### config.mk
export PLATFORM = sky130hd
export DESIGN_NAME = dvp_stream_rx
export DESIGN_NICKNAME = d
export VERILOG_FILES = /design/src/rtl/dvp_pkg.sv /design/src/rtl/dvp_sync_fifo.sv /design/src/rtl/dvp_stream_rx.sv
export SDC_FILE = /design/constraint.sdc
export NUM_CORES = 1
export LEC_CHECK = 0
export BUFFER_PORTS_ARGS = -buffer_cell sky130_fd_sc_hd__buf_2
export CAP_MARGIN = 20
export CORE_UTILIZATION = 50
export CTS_CLUSTER_SIZE = 20
export DETAILED_ROUTE_END_ITERATION = 10
export PLACE_DENSITY_LB_ADDON = 0.08
export SLEW_MARGIN = 20
export SYNTH_ARGS = -nofsm -noshare
export SYNTH_HDL_FRONTEND = slang
export SYNTH_HIERARCHICAL = 1
export SYNTH_SLANG_ARGS = --single-unit
### constraint.sdc
create_clock -name pclk -period 3.7 [get_ports pclk]
set_input_delay 0.37 -clock pclk [delete_from_list [all_inputs] [get_ports pclk]]
set_output_delay 0.37 -clock pclk [all_outputs]
set_load 0.01 [all_outputs]
### src/rtl/dvp_pkg.sv
// Shared definitions for the DVP receiver: polarity constants, FIFO word layout,
// receive-control states and a constant clog2 helper.
package dvp_pkg;

    localparam bit POL_ACTIVE_HIGH = 1'b1;

    // FIFO word layout: {tdata, tuser, tlast}
    localparam int unsigned FIFO_LAST_BIT = 0;
    localparam int unsigned FIFO_USER_BIT = 1;
    localparam int unsigned FIFO_DATA_LSB = 2;

    typedef enum logic [1:0] {
        ST_DROP   = 2'd0,
        ST_SOF    = 2'd1,
        ST_STREAM = 2'd2
    } rx_state_e;

    function automatic int unsigned clog2(input int unsigned value);
        int unsigned result;
        result = 0;
        for (int unsigned v = value - 1; v > 0; v = v >> 1) begin
            result++;
        end
        return result;
    endfunction

endpackage

### src/rtl/dvp_sync_fifo.sv
// Single-clock FIFO with a registered head word; rd_valid/full are registered flags.
module dvp_sync_fifo
    import dvp_pkg::*;
#(
    parameter int unsigned WIDTH = 18,
    parameter int unsigned DEPTH = 16
) (
    input  logic             clk,
    input  logic             rst_n,
    input  logic             wr_en,
    input  logic [WIDTH-1:0] wr_data,
    input  logic             rd_en,
    output logic [WIDTH-1:0] rd_data,
    output logic             rd_valid,
    output logic             full
);

    localparam int unsigned AW = clog2(DEPTH);
    localparam int unsigned CW = AW + 1;

    logic [WIDTH-1:0] mem [DEPTH];
    logic [AW-1:0]    wr_ptr;
    logic [AW-1:0]    rd_ptr;
    logic [AW-1:0]    rd_ptr_nx;
    logic [CW-1:0]    count;
    logic [CW-1:0]    count_d;
    logic             do_wr;
    logic             do_rd;

    always_comb begin
        do_rd     = rd_en && rd_valid;
        do_wr     = wr_en && (!full || do_rd);
        rd_ptr_nx = AW'(rd_ptr + 1'b1);
        count_d   = count;
        if (do_wr && !do_rd) begin
            count_d = CW'(count + 1'b1);
        end else if (!do_wr && do_rd) begin
            count_d = CW'(count - 1'b1);
        end
    end

    always_ff @(posedge clk) begin
        if (do_wr) begin
            mem[wr_ptr] <= wr_data;
        end
    end

    // Head register tracks mem[rd_ptr]; a write into an empty (or emptying) FIFO bypasses.
    always_ff @(posedge clk or negedge rst_n) begin
        if (!rst_n) begin
            wr_ptr   <= '0;
            rd_ptr   <= '0;
            count    <= '0;
            rd_valid <= 1'b0;
            full     <= 1'b0;
            rd_data  <= '0;
        end else begin
            if (do_wr) begin
                wr_ptr <= AW'(wr_ptr + 1'b1);
            end
            if (do_rd) begin
                rd_ptr <= rd_ptr_nx;
            end
            count    <= count_d;
            rd_valid <= (count_d != '0);
            full     <= (count_d == CW'(DEPTH));
            if (do_wr && ((count == '0) || ((count == CW'(1)) && do_rd))) begin
                rd_data <= wr_data;
            end else if (do_rd && (count > CW'(1))) begin
                rd_data <= mem[rd_ptr_nx];
            end
        end
    end

endmodule

### src/rtl/dvp_stream_rx.sv
// DVP camera receiver: packs sensor beats into pixels, tags frame start / line end,
// and queues them onto an AXI4-Stream master while measuring line/frame geometry.
module dvp_stream_rx
    import dvp_pkg::*;
#(
    parameter int unsigned DIN_WIDTH         = 8,
    parameter int unsigned BYTES_PER_PIXEL   = 2,
    parameter bit          VSYNC_ACTIVE_HIGH = 1'b0,
    parameter bit          HREF_ACTIVE_HIGH  = 1'b1,
    parameter int unsigned FIFO_DEPTH        = 16,
    parameter int unsigned CNT_WIDTH         = 12
) (
    input  logic                                   pclk,
    input  logic                                   rst_n,
    input  logic [DIN_WIDTH-1:0]                   din,
    input  logic                                   href_in,
    input  logic                                   vsync_in,
    output logic [DIN_WIDTH*BYTES_PER_PIXEL-1:0]   m_axis_tdata,
    output logic                                   m_axis_tuser,
    output logic                                   m_axis_tlast,
    output logic                                   m_axis_tvalid,
    input  logic                                   m_axis_tready,
    output logic [CNT_WIDTH-1:0]                   line_pixels,
    output logic [CNT_WIDTH-1:0]                   frame_lines,
    output logic                                   frame_done,
    output logic                                   overflow,
    output logic                                   partial_err
);

    localparam int unsigned PIX_W  = DIN_WIDTH * BYTES_PER_PIXEL;
    localparam int unsigned WORD_W = PIX_W + FIFO_DATA_LSB;
    localparam int unsigned BC_W   = (BYTES_PER_PIXEL > 1) ? clog2(BYTES_PER_PIXEL) : 1;
    localparam logic [BC_W-1:0]      BC_LAST = BC_W'(BYTES_PER_PIXEL - 1);
    localparam logic [CNT_WIDTH-1:0] CNT_MAX = '1;

    logic                 href_act;
    logic                 vsync_act;
    logic [DIN_WIDTH-1:0] din_q;
    logic                 href_q;
    logic                 href_qq;
    logic                 vs_q;
    logic                 vs_qq;
    logic                 vs_edge;
    logic                 href_fall;
    logic                 beat;
    logic                 pix_done;

    logic [BC_W-1:0]      byte_cnt;
    logic [PIX_W-1:0]     asm_q;
    logic [PIX_W-1:0]     asm_next;
    logic [PIX_W-1:0]     pend_q;
    logic                 pend_valid;
    logic [CNT_WIDTH-1:0] pix_cnt;
    logic [CNT_WIDTH-1:0] line_cnt;

    rx_state_e            state_q;
    rx_state_e            state_d;
    logic                 emit;
    logic                 emit_last;
    logic                 wr_req;
    logic                 wr_en;
    logic                 ovf_now;
    logic                 pop;
    logic                 fifo_full;
    logic [WORD_W-1:0]    wr_data;
    logic [WORD_W-1:0]    fifo_rd_data;

    function automatic logic [CNT_WIDTH-1:0] sat_inc(input logic [CNT_WIDTH-1:0] v);
        return (v == CNT_MAX) ? v : CNT_WIDTH'(v + 1'b1);
    endfunction

    assign href_act  = (HREF_ACTIVE_HIGH == POL_ACTIVE_HIGH) ? href_in : ~href_in;
    assign vsync_act = (VSYNC_ACTIVE_HIGH == POL_ACTIVE_HIGH) ? vsync_in : ~vsync_in;

    // Input stage; vsync history resets to "blanking" so only a genuine edge starts a frame.
    always_ff @(posedge pclk or negedge rst_n) begin
        if (!rst_n) begin
            din_q   <= '0;
            href_q  <= 1'b0;
            href_qq <= 1'b0;
            vs_q    <= 1'b1;
            vs_qq   <= 1'b1;
        end else begin
            din_q   <= din;
            href_q  <= href_act;
            href_qq <= href_q;
            vs_q    <= vsync_act;
            vs_qq   <= vs_q;
        end
    end

    assign vs_edge   = vs_q && !vs_qq;
    assign href_fall = href_qq && !href_q;
    assign beat      = href_q && !vs_edge;
    assign pix_done  = beat && (byte_cnt == BC_LAST);
    assign asm_next  = PIX_W'({asm_q, din_q});
    assign pop       = m_axis_tvalid && m_axis_tready;

    always_ff @(posedge pclk or negedge rst_n) begin
        if (!rst_n) begin
            state_q <= ST_DROP;
        end else begin
            state_q <= state_d;
        end
    end

    // Pending-pixel emission, FIFO write/overflow decision and receive-control next state.
    always_comb begin
        state_d   = state_q;
        emit      = 1'b0;
        emit_last = 1'b0;
        wr_req    = 1'b0;
        wr_en     = 1'b0;
        ovf_now   = 1'b0;
        wr_data   = '0;

        emit      = pend_valid && (vs_edge || href_fall || pix_done);
        emit_last = vs_edge || href_fall;
        wr_req    = emit && (state_q != ST_DROP);
        wr_en     = wr_req && (!fifo_full || pop);
        ovf_now   = wr_req && fifo_full && !pop;

        wr_data[WORD_W-1:FIFO_DATA_LSB] = pend_q;
        wr_data[FIFO_USER_BIT]          = (state_q == ST_SOF);
        wr_data[FIFO_LAST_BIT]          = emit_last;

        if (vs_edge) begin
            state_d = ST_SOF;
        end else if (ovf_now) begin
            state_d = ST_DROP;
        end else if ((state_q == ST_SOF) && wr_en) begin
            state_d = ST_STREAM;
        end
    end

    // Pending register: a dropped frame never loads, but emission always retires it.
    always_ff @(posedge pclk or negedge rst_n) begin
        if (!rst_n) begin
            pend_q     <= '0;
            pend_valid <= 1'b0;
        end else if (pix_done && (state_q != ST_DROP)) begin
            pend_q     <= asm_next;
            pend_valid <= 1'b1;
        end else if (emit) begin
            pend_valid <= 1'b0;
        end
    end

    always_ff @(posedge pclk or negedge rst_n) begin
        if (!rst_n) begin
            byte_cnt    <= '0;
            asm_q       <= '0;
            pix_cnt     <= '0;
            line_cnt    <= '0;
            line_pixels <= '0;
            frame_lines <= '0;
            frame_done  <= 1'b0;
            partial_err <= 1'b0;
            overflow    <= 1'b0;
        end else begin
            frame_done  <= 1'b0;
            partial_err <= 1'b0;
            if (ovf_now) begin
                overflow <= 1'b1;
            end
            if (vs_edge) begin
                frame_done  <= 1'b1;
                frame_lines <= line_cnt;
                line_cnt    <= '0;
                pix_cnt     <= '0;
                byte_cnt    <= '0;
            end else if (href_fall) begin
                if (byte_cnt != '0) begin
                    partial_err <= 1'b1;
                end
                byte_cnt <= '0;
                if (pix_cnt != '0) begin
                    line_pixels <= pix_cnt;
                    line_cnt    <= sat_inc(line_cnt);
                end
                pix_cnt <= '0;
            end else if (beat) begin
                asm_q <= asm_next;
                if (pix_done) begin
                    byte_cnt <= '0;
                    pix_cnt  <= sat_inc(pix_cnt);
                end else begin
                    byte_cnt <= BC_W'(byte_cnt + 1'b1);
                end
            end
        end
    end

    dvp_sync_fifo #(
        .WIDTH (WORD_W),
        .DEPTH (FIFO_DEPTH)
    ) u_fifo (
        .clk      (pclk),
        .rst_n    (rst_n),
        .wr_en    (wr_en),
        .wr_data  (wr_data),
        .rd_en    (pop),
        .rd_data  (fifo_rd_data),
        .rd_valid (m_axis_tvalid),
        .full     (fifo_full)
    );

    assign m_axis_tdata = fifo_rd_data[WORD_W-1:FIFO_DATA_LSB];
    assign m_axis_tuser = fifo_rd_data[FIFO_USER_BIT];
    assign m_axis_tlast = fifo_rd_data[FIFO_LAST_BIT];

endmodule

==> load_flow_metrics.sql, run 1 <==
INSERT INTO impl_metrics (metric_group, metric, value, unit) VALUES
('floorplan', 'initial_core_utilization', '50.84', '%'),
('power_and_ir_drop', 'power.internal', '10.39', 'mW'),
('worst_setup_path', 'worstPathRequired', '3900', 'ps'),
('worst_setup_path', 'timing_worst_setup_path_type', 'reg -> reg', ''),
('placed_design', 'placedInstanceArea', '17390', 'µm²'),
('global_route', 'grt_first_pass_wirelength', '53570', 'µm'),
('clocking', 'htree_num_levels', '2', ''),
('worst_setup_path', 'arrival_time_at_the_worst_endpoint', '3160', 'ps'),
('global_route', 'all_layer_gr_usage', '21.41', '%'),
('power_and_ir_drop', 'p_leak', '7.007', 'nW'),
('floorplan', 'floorplan_core_area', '32540', 'µm²'),
('sta', 'timing.clock.skew', '17.51', 'ps'),
('sta', 'timing.slew.headroom', '28.83', '%'),
('synthesis', 'syn_nets', '983', ''),
('finish', 'post-route-util', '58.30', '%'),
('detailed_routing', 'detail-route-antenna-nets', '0', ''),
('worst_setup_path', 'path_max_fanout', '18', ''),
('clocking', 'clkSlewWorstSetupHoldPaths', '60', 'ps'),
('synthesis', 'ys_async_sr_fraction', '30.10', '%'),
('power_and_ir_drop', 'netSwitchingPower', '4.730', 'mW'),
('detailed_routing', 'routed_len_inst', '22.45', 'µm'),
('worst_setup_path', 'worst_setup_path_start_kind', 'register', ''),
('finish', 'antenna_cells', '0', ''),
('floorplan', 'rows', '66', ''),
('sta', 'layout_setup_ws', '735.1', 'ps'),
('run', 'max_cap_violations', '0', ''),
('clocking', 'cts_post_setup_buffers_inserted', '0', ''),
('power_and_ir_drop', 'p_total', '15.11', 'mW'),
('power_and_ir_drop', 'power.share.switching', '31.29', '%'),
('power_and_ir_drop', 'power.combinational.fraction', '27.5', '%'),
('finish', 'fillers', '2538', ''),
('detailed_routing', 'post-route-drc-count', '0', ''),
('global_route', 'grt_overflow', '0', ''),
('finish', 'total_number_of_nets_in_the_final_design', '1084', ''),
('sta', 'worstMarginPinSlew', '1065', 'ps'),
('worst_hold_path', 'min_path_type', 'reg -> reg', ''),
('synthesis', 'synth_top_area_cell', 'edfxtp_1', ''),
('power_and_ir_drop', 'max_ir_drop_vdd', '408.1', 'µV'),
('detailed_routing', 'route.detailed.vias_per_inst', '5.660', ''),
('global_route', 'first_global_vias', '8879', ''),
('detailed_routing', 'detailedRoute.firstIterationViolations', '581', ''),
('power_and_ir_drop', 'p_per_area', '796.8', 'nW/µm²'),
('global_route', 'maximum_number_of_pins_on_one_net_before_global_route_repair', '78', ''),
('synthesis', 'ys_top_cells_by_area', 'edfxtp_1 52%, dfrtp_1 18%, mux4_2 9.8%', ''),
('outcome', 'outcome', 'complete, no violations', ''),
('synthesis', 'post_synth.cell_area_avg', '17.27', 'µm²'),
('clocking', 'cts-root-to-sink-buffers', '3', ''),
('clocking', 'clk-insertion-delay-late', '530', 'ps'),
('sta', 'hold_viol_final', '0', ''),
('clocking', 'numClockSinks', '412', ''),
('detailed_routing', 'routed_vias', '8683', ''),
('sta', 'fmaxAchievable', '337.3', 'MHz'),
('sta', 'tns', '0', 'ps'),
('clocking', 'clock-root-buffer', 'clkbuf_16', ''),
('sta', 'finalSetupViolations', '0', ''),
('clocking', 'post_cts_resized', '0', ''),
('detailed_routing', 'firstDrtPassIters', '4', ''),
('detailed_routing', 'postRouteWirelength', '34440', 'µm'),
('floorplan', 'num_io_pins', '59', ''),
('finish', 'post-route-cell-area', '18970', 'µm²'),
('synthesis', 'synthesis.yosys.warnings', '6', ''),
('worst_setup_path', 'end_kind', 'register', ''),
('synthesis', 'synth_sequential_area_ratio', '71.05', '%'),
('clocking', 'tritoncts', 'yes', ''),
('sta', 'maxSlewViolCount', '0', ''),
('global_route', 'antenna_found_initial', '0', ''),
('sta', 'grt_setup_unrepaired', 'false', ''),
('finish', 'syn2layout_area_growth', '14.67', '%'),
('synthesis', 'yosys.cell_types.count', '63', ''),
('power_and_ir_drop', 'p_clk_share', '29.3', '%'),
('synthesis', 'dominantRegCellSynth', 'edfxtp_1', '');
## what timing repair did
action | in CTS | in global routing
hold buffers | 11 | 0
endpoints found under the hold margin | 82 | 0
endpoints found under the setup margin | 0 | 0
## final timing paths
check,start,endpoint,slack (ps),cells after the start
worst max-delay path,href_q,u_fifo/mem[3][9],740,9
worst min-delay path,vs_q,vs_qq,370,0
worst max register to register,href_q,u_fifo/mem[3][9],740,9
worst min register to register,vs_q,vs_qq,370,0
max in group asynchronous,rst_n,u_fifo/rd_data[1],2420,3
min in group asynchronous,rst_n,pend_q[13],430,2
## logic make-up after synthesis
logic type | count (synthesis) | synth area share, %
xor+xnor | 11 | 0.5825
buf+inv | 92 | 2.723
fa+ha+maj | 12 | 0.9076
mux | 113 | 12.56
compound gates | 143 | 6.225
flops | 412 | 71.05
simple gates | 175 | 5.953
## through the flow
step / cells / hold WS, ps
floorplan: 958 / 74.41
global placement: 1446 / 357.1
detailed placement: 1446 / 359.8
CTS: 1534 / 361.1
global route: 1534 / 376.4
finish: 1534 / 366.5
## critical path: stages, from the launching register on
cell	delay (ps)
dfrtp_1	470
nand2_1	210
a31oi_1	220
buf_4	160
nor2b_1	340
a21boi_1	210
buf_4	200
nor3b_1	340
and2_1	180
buf_4	280
## power groups by stage
stage,registers (mW),clock network (mW),logic [mW]
3_3_place_gp,6.65,0,4.17
3_5_place_dp,6.67,0,4.20
6_report,6.54,4.43,4.15
4_1_cts,6.57,4.53,4.23
5_1_grt,6.64,4.70,4.45
2_1_floorplan,6.33,0,3.04
## state kept, by name (all words and copies together), names as in the netlist, 2 cells and up
register	flops
pend_q	16
frame_lines	12
line_cnt	12
state_q	2
u_fifo/count	5
pix_cnt	12
line_pixels	12
u_fifo/rd_data	18
asm_q	8
u_fifo/wr_ptr	4
u_fifo/mem	288
u_fifo/rd_ptr	4
din_q	8
## synth_stat cells (9+ instances only)
library cell  number
nand2_1           63
buf_2             18
nand4_1           10
o21ai_0           16
a21oi_1           30
o22ai_1           36
dfrtp_1          122
ha_1              12
inv_1             43
nand3_1           15
o31ai_1            9
a221oi_2          10
mux2_2            35
or4_1              9
a21oi_2           10
mux4_2            72
edfxtp_1         288
and2_1            16
xnor2_1            9
clkbuf_1          11
## routing by layer
layer / vias to the layer above / wire length (µm) / global-route usage, %
li1: 3960 / - / -
met1: 4506 / 15130 / 29.22
met2: 177 / 17320 / 36.38
met3: 40 / 1401 / 2.971
met4: 0 / 585 / 5.433
met5: - / 0 / 0
## cell usage in the layout, fill, tap and decap left out, types with 6 or more instances in the layout
master,Yosys,layout
edfxtp_1,288,288
dfrtp_1,122,121
mux4_2,72,72
nand2_1,63,63
buf_2,18,57
inv_1,43,43
clkbuf_16,0,43
o22ai_1,36,36
mux2_2,35,35
buf_4,7,34
a21oi_1,30,30
and2_1,16,16
o21ai_0,16,16
nand3_1,15,15
ha_1,12,11
dlygate4sd3_1,0,11
nand4_1,10,10
a221oi_2,10,10
a21oi_2,10,10
xnor2_1,9,9
or4_1,9,9
o31ai_1,9,9
nor2_1,8,8
and3_1,8,8
clkbuf_8,0,8
clkbuf_1,11,7
a221oi_1,7,7
nor2b_1,6,6
and4_1,6,6
bufinv_16,0,6
clkinv_1,3,6
## final cells by class
| cell class | instances | area, µm² | area share, % |
|---|---|---|---|
| multi-input combinational | 454 | 4354 | 22.95 |
| inverter | 46 | 172.7 | 0.9102 |
| clock buffer | 58 | 1212 | 6.391 |
| timing repair buffer | 103 | 661.9 | 3.489 |
| clock inverter | 19 | 257.7 | 1.359 |
| sequential | 412 | 11760 | 61.98 |
| tap | 442 | 553.0 | 2.915 |
Power figures use the tool's default switching activity.
==> run 2, diff against run 1 <==
==> constraint.sdc (replaced) <==
create_clock -name pclk -period 3 [get_ports pclk]
set_input_delay 0.3 -clock pclk [delete_from_list [all_inputs] [get_ports pclk]]
set_output_delay 0.3 -clock pclk [all_outputs]
set_load 0.01 [all_outputs]
==> load_flow_metrics.sql, run 2 (synthesis gave the netlist of run 1 again) <==
INSERT INTO impl_metrics (metric_group, metric, value, unit) VALUES
('outcome', 'outcome', 'complete, no violations', ''),
('global_route', 'first_global_vias', '9125', ''),
('sta', 'hold_viol_final', '0', ''),
('placed_design', 'gp_routability_congestion', '0.7868', ''),
('floorplan', 'die_h', '183.9', 'µm'),
('finish', 'post-route-cell-area', '19040', 'µm²'),
('clocking', 'clkSlewWorstSetupHoldPaths', '60', 'ps'),
('worst_setup_path', 'crit_path_cell_trace', 'nand2b_4, a31oi_1, nor2b_1, a21boi_1, buf_4, nor3b_1, and2_1, buf_12', ''),
('worst_hold_path', 'hold_start', 'm_axis_tready', ''),
('floorplan', 'initial_core_utilization', '50.84', '%'),
('finish', 'largest-register', 'u_fifo/mem', ''),
('clocking', 'post_cts_resized', '0', ''),
('detailed_routing', 'routed_vias', '8802', ''),
('detailed_routing', 'route.detailed.vias_per_inst', '5.679', ''),
('power_and_ir_drop', 'p_per_area', '961.2', 'nW/µm²'),
('worst_setup_path', 'r2r-end', 'u_fifo/mem[2][9]', ''),
('clocking', 'numClockSinks', '412', ''),
('finish', 'layout.cells.most_common', 'edfxtp_1', ''),
('finish', 'largest_register_ff_count', '288', ''),
('worst_setup_path', 'rrSetupSlack', '370', 'ps'),
('placed_design', 'detailed_place_hpwl', '21590', 'µm'),
('global_route', 'maximum_number_of_pins_on_one_net_before_global_route_repair', '69', ''),
('worst_setup_path', 'timing_worst_setup_path_type', 'reg -> reg', ''),
('detailed_routing', 'postRouteWirelength', '34330', 'µm'),
('sta', 'maxSlewViolCount', '0', ''),
('sta', 'tns', '0', 'ps'),
('floorplan', 'fp.dieW', '183.9', 'µm'),
('sta', 'timing.clock.skew', '17.96', 'ps'),
('worst_setup_path', 'worst_r2r_path_depth', '8', ''),
('worst_hold_path', 'min_path_type', 'in -> reg', ''),
('global_route', 'antenna_found_initial', '0', ''),
('detailed_routing', 'firstDrtPassIters', '4', ''),
('global_route', 'grt_overflow', '0', ''),
('global_route', 'all_layer_gr_usage', '21.35', '%'),
('placed_design', 'placedInstanceArea', '17580', 'µm²'),
('clocking', 'tritoncts', 'yes', ''),
('worst_setup_path', 'end_kind', 'register', ''),
('power_and_ir_drop', 'max_ir_drop_vdd', '647.9', 'µV'),
('finish', 'antenna_cells', '0', ''),
('worst_setup_path', 'slowest_delay', '460', 'ps'),
('clocking', 'htree_num_levels', '2', ''),
('detailed_routing', 'routed_len_inst', '22.15', 'µm'),
('clocking', 'clock-root-buffer', 'clkbuf_16', ''),
('clocking', 'cts-root-to-sink-buffers', '3', ''),
('worst_hold_path', 'min_delay_path_depth', '4', ''),
('sta', 'timing.slew.headroom', '33.67', '%'),
('sta', 'min_tclk_post_route', '2631', 'ps'),
('clocking', 'numCtsBuffers', '44', ''),
('finish', 'total_number_of_nets_in_the_final_design', '1097', ''),
('finish', 'layout.cells.most_common_list', '288 x edfxtp_1, 121 x dfrtp_1, 72 x mux4_2, 63 x nand2_1, 57 x buf_2', ''),
('power_and_ir_drop', 'p_leak', '7.042', 'nW'),
('worst_setup_path', 'slowest_stage', 'dfrtp_1', ''),
('worst_setup_path', 'worstPathRequired', '3240', 'ps'),
('worst_setup_path', 'arrival_time_at_the_worst_endpoint', '2870', 'ps'),
('floorplan', 'rows', '66', ''),
('sta', 'worstMarginPinSlew', '994.3', 'ps'),
('global_route', 'grt_first_pass_wirelength', '53540', 'µm'),
('sta', 'finalSetupViolations', '0', ''),
('run', 'max_cap_violations', '0', ''),
('worst_setup_path', 'reg2reg_from', 'href_q', ''),
('placed_design', 'port-buffer-count', '58', ''),
('sta', 'grt_setup_unrepaired', 'false', ''),
('worst_setup_path', 'path_max_fanout', '18', ''),
('detailed_routing', 'post-route-drc-count', '0', ''),
('sta', 'fmaxAchievable', '380.0', 'MHz'),
('floorplan', 'die_area', '33820', 'µm²'),
('floorplan', 'num_io_pins', '59', ''),
('finish', 'layout-drive-gt1-share', '27.89', '%'),
('clocking', 'clk-insertion-delay-late', '550', 'ps'),
('detailed_routing', 'detail-route-antenna-nets', '0', ''),
('detailed_routing', 'detailedRoute.firstIterationViolations', '621', ''),
('worst_hold_path', 'whs_endpoint', 'u_fifo/rd_ptr[0]', ''),
('floorplan', 'floorplan_core_area', '32540', 'µm²'),
('sta', 'finalCritPeriodShare', '87.71', '%'),
('finish', 'syn2layout_area_growth', '15.08', '%'),
('worst_setup_path', 'worst_setup_path_start_kind', 'register', ''),
('finish', 'largestRegisters', 'u_fifo/mem x288, u_fifo/rd_data x18, pend_q x16', '');
run 2: cell count changes in the layout (fill, tap and decap cells not counted), sizes merged:
| cell | delta |
|---|---|
| clkinv | +11 |
| clkbuf | +3 |
| bufinv | -6 |
| buf | +11 |
| inv | +1 |
| clkinvlp | -4 |
run 2: power by group:
| part | leakage [nW] | switching [mW] | internal [mW] |
|---|---|---|---|
| Sequential | 4.16 | 0.903 | 7.15 |
| Combinational | 2.23 | 2.83 | 2.42 |
| Clock | 0.652 | 2.15 | 2.85 |
| Total | 7.04 | 5.88 | 12.4 |
run 2: layer usage:
| metal | track usage, % | vias to the layer above | share of wire, % |
|---|---|---|---|
| li1 | - | 4002 | - |
| met3 | 3.189 | 59 | 4.0 |
| met1 | 28.98 | 4552 | 44 |
| met2 | 35.70 | 189 | 50 |
| met4 | 6.767 | 0 | 2.6 |
| met5 | 0 | - | 0 |
run 2: cell type report:
class,count,area [µm²]
clock inverters,21,126.4
flip-flops and latches,412,11760
multi-input cells,454,4354
fillers,2544,13500
repair buffers,114,857.1
inverters,46,172.7
clock buffers,61,1216
well taps,442,553.0
run 2: worst max path at each step:
stage | start | endpoint | slack (ps)
floorplan | vs_q | u_fifo/mem[7][0] | 50
global placement | href_q | u_fifo/mem[2][7] | 420
detailed placement | href_q | u_fifo/mem[1][15] | 370
CTS | href_q | u_fifo/mem[1][10] | 340
global route | href_q | u_fifo/mem[3][8] | 230
finish | href_q | u_fifo/mem[2][9] | 370
run 2: critical path: cells and delay by family, from the launching register on:
kind	cells	cell delay (ps)
AND/OR/NAND/NOR	4	950
AO/OA/AOI/OAI	2	510
flip-flops	1	460
buffers and inverters	2	380
run 2: metrics by stage:
stage	std cells	worst slack, ps	power, mW	hold slack, ps	utilization [%]
global placement	1457	419.1	13.46	357.3	54.05
finish	1550	368.7	18.30	316.1	58.51
floorplan	958	45.07	11.56	4.409	-
global route	1550	231.1	19.19	353.6	58.51
detailed placement	1457	373.1	13.54	359.3	54.05
CTS	1550	337.2	18.57	299.1	58.51
run 2: what timing repair did:
| item | in CTS | in global routing |
|---|---|---|
| hold buffers | 11 | 0 |
| hold endpoints to repair | 74 | 0 |
| setup buffers | 0 | 0 |
